## src/rtl/act_pkg.sv

```systemverilog
// Shared definitions for the activation backward-pass block.
package act_pkg;

  localparam int unsigned WIDTH_DEF = 16;
  localparam int unsigned FRAC_DEF  = 0;
  localparam int unsigned CNT_W_DEF = 16;

  // Region of x relative to the +/-ONE knees of f(x).
  typedef enum logic [1:0] {
    POS  = 2'd0,
    NEG  = 2'd1,
    ZERO = 2'd2
  } sel_e;

  // Saturation limits at the default width.
  localparam logic signed [WIDTH_DEF-1:0] MAX_POS = {1'b0, {(WIDTH_DEF-1){1'b1}}};
  localparam logic signed [WIDTH_DEF-1:0] MIN_NEG = {1'b1, {(WIDTH_DEF-1){1'b0}}};

endpackage

```

## src/rtl/act_bwd_cmp.sv

```systemverilog
// Classifies the forward pre-activation x against +/-ONE using full-width signed compares.
module act_bwd_cmp
  import act_pkg::*;
#(
  parameter int unsigned WIDTH = WIDTH_DEF,
  parameter int unsigned FRAC  = FRAC_DEF
) (
  input  logic signed [2*WIDTH-1:0] x,
  output sel_e                      sel
);

  localparam logic signed [2*WIDTH-1:0] ONE =
    $signed({{(2*WIDTH-1){1'b0}}, 1'b1} << FRAC);
  localparam logic signed [2*WIDTH-1:0] NEG_ONE = -ONE;

  always_comb begin
    sel = ZERO;
    if (x > ONE) begin
      sel = POS;
    end else if (x < NEG_ONE) begin
      sel = NEG;
    end
  end

endmodule

```

## src/rtl/act_bwd.sv

```systemverilog
// Two-stage backward pass of f(x)=(|x+ONE|+|x-ONE|)>>>1 with valid/ready handshake and
// per-frame element counting.
module act_bwd
  import act_pkg::*;
#(
  parameter int unsigned WIDTH = WIDTH_DEF,
  parameter int unsigned FRAC  = FRAC_DEF,
  parameter int unsigned CNT_W = CNT_W_DEF
) (
  input  logic                      clk,
  input  logic                      rst,
  input  logic                      in_valid,
  output logic                      in_ready,
  input  logic signed [2*WIDTH-1:0] in_x,
  input  logic signed [WIDTH-1:0]   in_delta,
  input  logic                      in_last,
  output logic                      out_valid,
  input  logic                      out_ready,
  output logic signed [WIDTH-1:0]   out_grad,
  output logic                      out_last,
  output logic [CNT_W-1:0]          elem_cnt,
  output logic                      frame_done
);

  localparam logic signed [WIDTH-1:0] SAT_POS = {1'b0, {(WIDTH-1){1'b1}}};
  localparam logic signed [WIDTH-1:0] SAT_NEG = {1'b1, {(WIDTH-1){1'b0}}};

  logic                    en;
  logic                    accept;
  logic                    xfer;
  sel_e                    x_sel;

  logic                    s1_valid;
  sel_e                    s1_sel;
  logic signed [WIDTH-1:0] s1_delta;
  logic                    s1_last;

  logic signed [WIDTH-1:0] neg_delta;
  logic signed [WIDTH-1:0] grad_d;

  // Whole pipeline advances together; a stalled output freezes both stages.
  assign en       = !out_valid || out_ready;
  assign in_ready = en;
  assign accept   = in_valid && en;
  assign xfer     = out_valid && out_ready;

  act_bwd_cmp #(
    .WIDTH (WIDTH),
    .FRAC  (FRAC)
  ) u_cmp (
    .x   (in_x),
    .sel (x_sel)
  );

  always_ff @(posedge clk or posedge rst) begin
    if (rst) begin
      s1_valid <= 1'b0;
      s1_sel   <= ZERO;
      s1_delta <= '0;
      s1_last  <= 1'b0;
    end else if (en) begin
      s1_valid <= accept;
      if (accept) begin
        s1_sel   <= x_sel;
        s1_delta <= in_delta;
        s1_last  <= in_last;
      end
    end
  end

  // -MIN is not representable, so it clamps to MAX.
  always_comb begin
    neg_delta = -s1_delta;
    if (s1_delta == SAT_NEG) begin
      neg_delta = SAT_POS;
    end
  end

  always_comb begin
    grad_d = '0;
    unique case (s1_sel)
      POS:     grad_d = s1_delta;
      NEG:     grad_d = neg_delta;
      default: grad_d = '0;
    endcase
  end

  always_ff @(posedge clk or posedge rst) begin
    if (rst) begin
      out_valid <= 1'b0;
      out_grad  <= '0;
      out_last  <= 1'b0;
    end else if (en) begin
      out_valid <= s1_valid;
      if (s1_valid) begin
        out_grad <= grad_d;
        out_last <= s1_last;
      end
    end
  end

  always_ff @(posedge clk or posedge rst) begin
    if (rst) begin
      elem_cnt   <= '0;
      frame_done <= 1'b0;
    end else begin
      frame_done <= xfer && out_last;
      if (xfer) begin
        elem_cnt <= out_last ? '0 : elem_cnt + 1'b1;
      end
    end
  end

endmodule

```

## config.mk

```make
export PLATFORM = sky130hd
export DESIGN_NAME = act_bwd
export DESIGN_NICKNAME = d
export VERILOG_FILES = /design/src/rtl/act_pkg.sv /design/src/rtl/act_bwd_cmp.sv /design/src/rtl/act_bwd.sv
export SDC_FILE = /design/constraint.sdc
export NUM_CORES = 1
export LEC_CHECK = 0
export BUFFER_PORTS_ARGS = -buffer_cell sky130_fd_sc_hd__buf_2
export CAP_MARGIN = 20
export CORE_ASPECT_RATIO = 0.5
export CORE_UTILIZATION = 45
export CTS_CLUSTER_SIZE = 24
export DETAILED_ROUTE_END_ITERATION = 10
export PLACE_DENSITY = 0.72
export SKIP_LAST_GASP = 1
export SLEW_MARGIN = 5
export SYNTH_ARGS = -nofsm -noshare
export SYNTH_HDL_FRONTEND = slang
export SYNTH_SLANG_ARGS = --single-unit
```

## constraint.sdc

```tcl
create_clock -name clk -period 3.21 [get_ports clk]
set_clock_uncertainty 0.05 [all_clocks]
set_input_delay 0.4815 -clock clk [delete_from_list [all_inputs] [get_ports clk]]
set_output_delay 0.4815 -clock clk [all_outputs]
set_load 0.05 [all_outputs]
```

---- Yosys cells after proc, flatten, opt, wreduce, memory -nomap -nowiden ----
Index checks and enable logic that the tools add are counted.
word-level totals
  bits in registers ....................... 55
  input bits .............................. 53
operators by class
  add/sub/neg operators ................... 2
  magnitude comparators ................... 2
  equal/unequal tests ..................... 2
  mux-type cells .......................... 5
  reductions and logical operators ........ 8
operators by type and width
  cell                   count
  $gt 32x2->1 const B    1
  $lt 32x1->1 const B    1
  $mux 16                2
  $pmux 16 s2            1
  $add 16x1->16 const B  1
  $eq 16x16->1 const B   1
  $neg 16->16            1
  $mux 2                 2
  $reduce_and 2->1       2
  $logic_and 1x1->1      3
  $eq 2x1->1 const B     1
  $logic_not 2->1        1
  $logic_not 1->1        1
  $logic_or 1x1->1       1

---- Longest topological paths before layout ----
  depth after elaboration ................. 4
  mapped depth ............................ 8

---- Modules after synthesis ----
Synthesis repeated with hierarchy kept, for this count alone.
second synthesis, totals
  cells, all modules ...................... 297
  area, all modules ....................... 2922.8 µm²
modules (own cells, without submodules)
  module       instances  cells each  area each (µm²)  sequential area each (µm²)
  act_bwd      1          274         2776.4           1377.6
  act_bwd_cmp  1          23          146.4            0.0

---- Least setup slack after synthesis ----
OpenSTA, ideal clock, no wires.
  path kind ............................... flip-flop to flip-flop
  from .................................... register out_valid
  to ...................................... register s1_delta[10]
  arrival time ............................ 2.108 ns
  required time ........................... 3.035 ns
  setup slack ............................. 0.927 ns
  stages on the path, launching flop included .. 5
  clock period less this slack ............ 2.283 ns
  cell sequence ........................... dfrtp_1 -> nand2b_1 -> nand2_1 -> buf_1 -> mux2_2
between the ends
  longest elaborated chain between the ends .. 4
RTL lines
  what                                 line           text
  start, declared                      act_bwd.sv:17  output logic out_valid,
  start signal, assigned               act_bwd.sv:94  out_valid <= s1_valid;
  $logic_not 1->1 *                    act_bwd.sv:42  assign en = !out_valid || out_ready;
  $logic_or 1x1->1 *                   act_bwd.sv:42
  via in_ready                         act_bwd.sv:13  output logic in_ready,
  $logic_and 1x1->1                    act_bwd.sv:44  assign accept = in_valid && en;
  $reduce_and 2->1 (no source line) *  --
  end signal, assigned                 act_bwd.sv:65  s1_delta <= in_delta;
  end, declared                        act_bwd.sv:35  logic signed [WIDTH-1:0] s1_delta;
Mark *: on every way through the listed nets, which the timed path passes. The rest lies on a longest branch.
A chain may end at the register's enable or synchronous reset.

---- Worst setup path after layout ----
  from .................................... register s1_delta[2]
  to ...................................... register out_grad[7]
between the ends
  longest elaborated chain between the ends .. 3
  elaborated cells on any way between the ends .. 4
  classes of those cells .................. 1 x add/sub; 1 x eq/ne; 2 x mux
RTL lines
  what                                                line                          text
  $neg 16->16 / $eq 16x16->1 (equally long branches)  act_bwd.sv:73, act_bwd.sv:74
  $mux 16 *                                           act_bwd.sv:74                 if (s1_delta == SAT_NEG) begin
  $pmux 16 s2 *                                       act_bwd.sv:81                 unique case (s1_sel)
  end signal, assigned                                act_bwd.sv:96                 out_grad <= grad_d;
  end, declared                                       act_bwd.sv:19                 output logic signed [WIDTH-1:0] out_grad,
Every way passes the cells marked *; elsewhere a longest branch is shown, timed or not.

==> run summary <==
Type of the worst setup path - flip-flop to flip-flop
Number of I/O pins - 89
Count of synthesis-stage warnings from yosys - 0
Number of enable-type register cells in the synthesized netlist - 0
Slew at the pin closest to its max-slew limit - 0.841 ns
Number of setup buffers added after CTS - 0
Worst max-slew margin expressed relative to the limit - 0.438
Area added between synthesis and finish - 23.7%
Via density per instance - 5.64
Register area share after synthesis - 0.485
Standard cell with the maximum stage delay on the critical path - nor3_1
Antenna violations before repair - 0
CTS sink count - 55
Post-route fraction of the period consumed by the critical path - 0.688
Number of max-cap violations - 0
Number of port buffers - 88
Dpl cells - 458
Max Slew Vio Count - 0
Number of buffers inserted for hold repair after clock tree synthesis - 0
Syn_nets - 348
Clock latency on the worst-skew pair - 0.29 ns
TritonCTS clock tree - yes
Run status - complete, no violations
Layout cell share with drive strength beyond 1 - 0.341
Placement Rows - 20
Remaining global-route overflow - 0
Async set-or-reset flop fraction in the synthesized netlist - 1.00
Clock root buffer - clkbuf_16
Clock-pin transition on the worst setup and hold timing paths - 0.07 ns
Weighted congestion reported at the end of routability-driven placement - 0.893
Count of antenna diodes in the layout - 0
Vias in the first global route - 2507
Initial core utilization - 0.467
Worst setup slack before clock tree synthesis - 0.932 ns
Initial detailed-routing violation count - 237
Largest area contributor in the synthesized netlist - dfrtp_1
Post-CTS sizing - 0
Largest net degree at the start of global routing - 43
VDD IR max - 0.282 mV
Number of buffers on the longest clock path - 2
RSZ-0062 raised after global routing - false
Total global-route track usage - 0.222
Final setup violation count - 0
CP cell instances - nor3_1, nand2_1, or3b_2, a21oi_1, o21ai_0
Worst reg2reg setup slack - 1.00 ns
Area share of the largest cell type after synthesis - 0.476
Maximum cell stage delay along the critical path - 0.61 ns
Class of the most critical hold timing path - primary input to asynchronous set/reset pin
Mapped Area - 2840 sq um
Largest driver fanout on the critical path - 8
Maximum level of the CTS H-tree - 2
CTS buffer count - 5
Mapped Cells - 293
Final worst path period need - 2.21 ns
First drt pass iteration count - 4
Biggest area contributors in the synthesized netlist - dfrtp_1 (48%), mux2_2 (7.1%), nand2_1 (5.3%), o21ai_0 (5.1%), nand4_1 (2.9%)
Mean cell area of the mapped netlist - 9.70 sq um
Required time of the critical path - 3.34 ns
Final routed DRC violation total - 0
Cell with the most instances after synthesis - dfrtp_1
Horizontal die dimension - 114 um
Top_reg_cell synth - dfrtp_1
Leakage - 0.00163 uW
Endpoint class of the critical path - flip-flop
Flops & latches, synth - 55
Cell Count, Final, Fillers Out - 466
Floorplan die area - 6660 sq um
Total Routed Length - 6830 um
Number of nets still failing antenna checks after routing - 0
Detailed placer's ending HPWL - 5090 um
Count of endpoints failing hold in the final timing report - 0
Final worst slack - 1.00 ns
First-pass GRT wire length - 11400 um
Die Height - 58.2 um
Kind of start point of the critical path - flip-flop
Most used standard cells in the synthesized netlist - dfrtp_1 (54), nand2_1 (40), o21ai_0 (29)
Average detailed-routed wire length per instance - 14.7 um
Fmax achieved - 453 MHz
Final-stage net count - 432
Total power density per cell area - 685 nW/um^2
Core Area - 6080 sq um
Arrival time at the worst endpoint - 2.34 ns
Number of distinct standard cells referenced by the synthesized netlist - 47
Vias after detailed routing - 2627
TNS Setup - 0 ns
==> placed cells by master (no fill, tap or decap), types with 5 or more instances in the layout <==
master     netlist  layout
buf_2            3      88
dfrtp_1         54      54
nand2_1         40      40
o21ai_0         29      29
mux2_2          18      18
a21oi_1         14      14
nand4_1         13      13
nor2_1          13      13
nor4_1          10      10
nand3_1         10      10
or3_1            9       9
nand2b_1         6       6
inv_1            7       6
and3_1           5       5
o211ai_1         5       5
clkbuf_16        0       5
==> critical path, delay by kind of cell (launching register included) <==
family | cells | cell delay [ns]
and+or+nand+nor | 3 | 1.34
DFF | 1 | 0.46
AOI/OAI and AO/OA | 2 | 0.25
==> power by group <==
part,internal [uW],switching (uW)
clock network,388,243
logic,232,570
registers,829,147
total,1450,960
==> registers in the layout, summed over array words and instances (netlist names) <==
name	count
out_last	1
out_grad	16
s1_last	1
out_valid	1
s1_delta	16
elem_cnt	16
s1_valid	1
s1_sel	2
frame_done	1
==> metrics by stage <==
| stage | power, uW | hold WS (ns) | util | area (sq um) |
|---|---|---|---|---|
| 2_1_floorplan | 1570 | 0.386 | - | 2840 |
| 3_3_place_gp | 1760 | 0.402 | 0.546 | 3320 |
| 3_5_place_dp | 1790 | 0.404 | 0.549 | 3340 |
| 4_1_cts | 2420 | 0.0894 | 0.578 | 3510 |
| 5_1_grt | 2530 | 0.101 | 0.578 | 3510 |
| 6_report | 2410 | 0.0814 | 0.578 | 3510 |
==> layout make-up <==
class / count / area, sq um
tap: 88 / 110
timing repair buffer: 89 / 460
inverter: 7 / 26.3
multi-input combinational: 219 / 1370
fill: 554 / 2570
clock inverter: 2 / 35.0
clock buffer: 6 / 139
sequential: 55 / 1380
==> path summary, 6_finish.rpt <==
path | start | endpoint | cells after the start
setup / recovery | s1_delta[2] | out_grad[7] | 5
hold / removal | rst | frame_done | 2
setup reg to reg | s1_delta[2] | out_grad[7] | 5
hold reg to reg | out_grad[5] | out_grad[5] | 2
max in group asynchronous | rst | s1_sel[1] | 3
min in group clk | in_delta[3] | s1_delta[3] | 2
==> routing by layer <==
layer	wire, um	global-route usage	up-vias
met5	0	0	-
li1	-	-	1250
met1	3080	0.276	1265
met2	3260	0.393	100
met4	131	0.0798	0
met3	356	0.0418	12
==> cells by family (layout without fill, tap and decap cells) <==
family	count (synthesis)	count (layout)	share of synthesized area
simple gates	124	124	0.232
xor+xnor	5	5	0.0154
fa+ha+maj	2	2	0.00881
buf+inv	19	104	0.0343
flops	55	55	0.485
compound gates	70	70	0.153
mux	18	18	0.0713
Note: power is estimated with default switching activity, not from simulation.
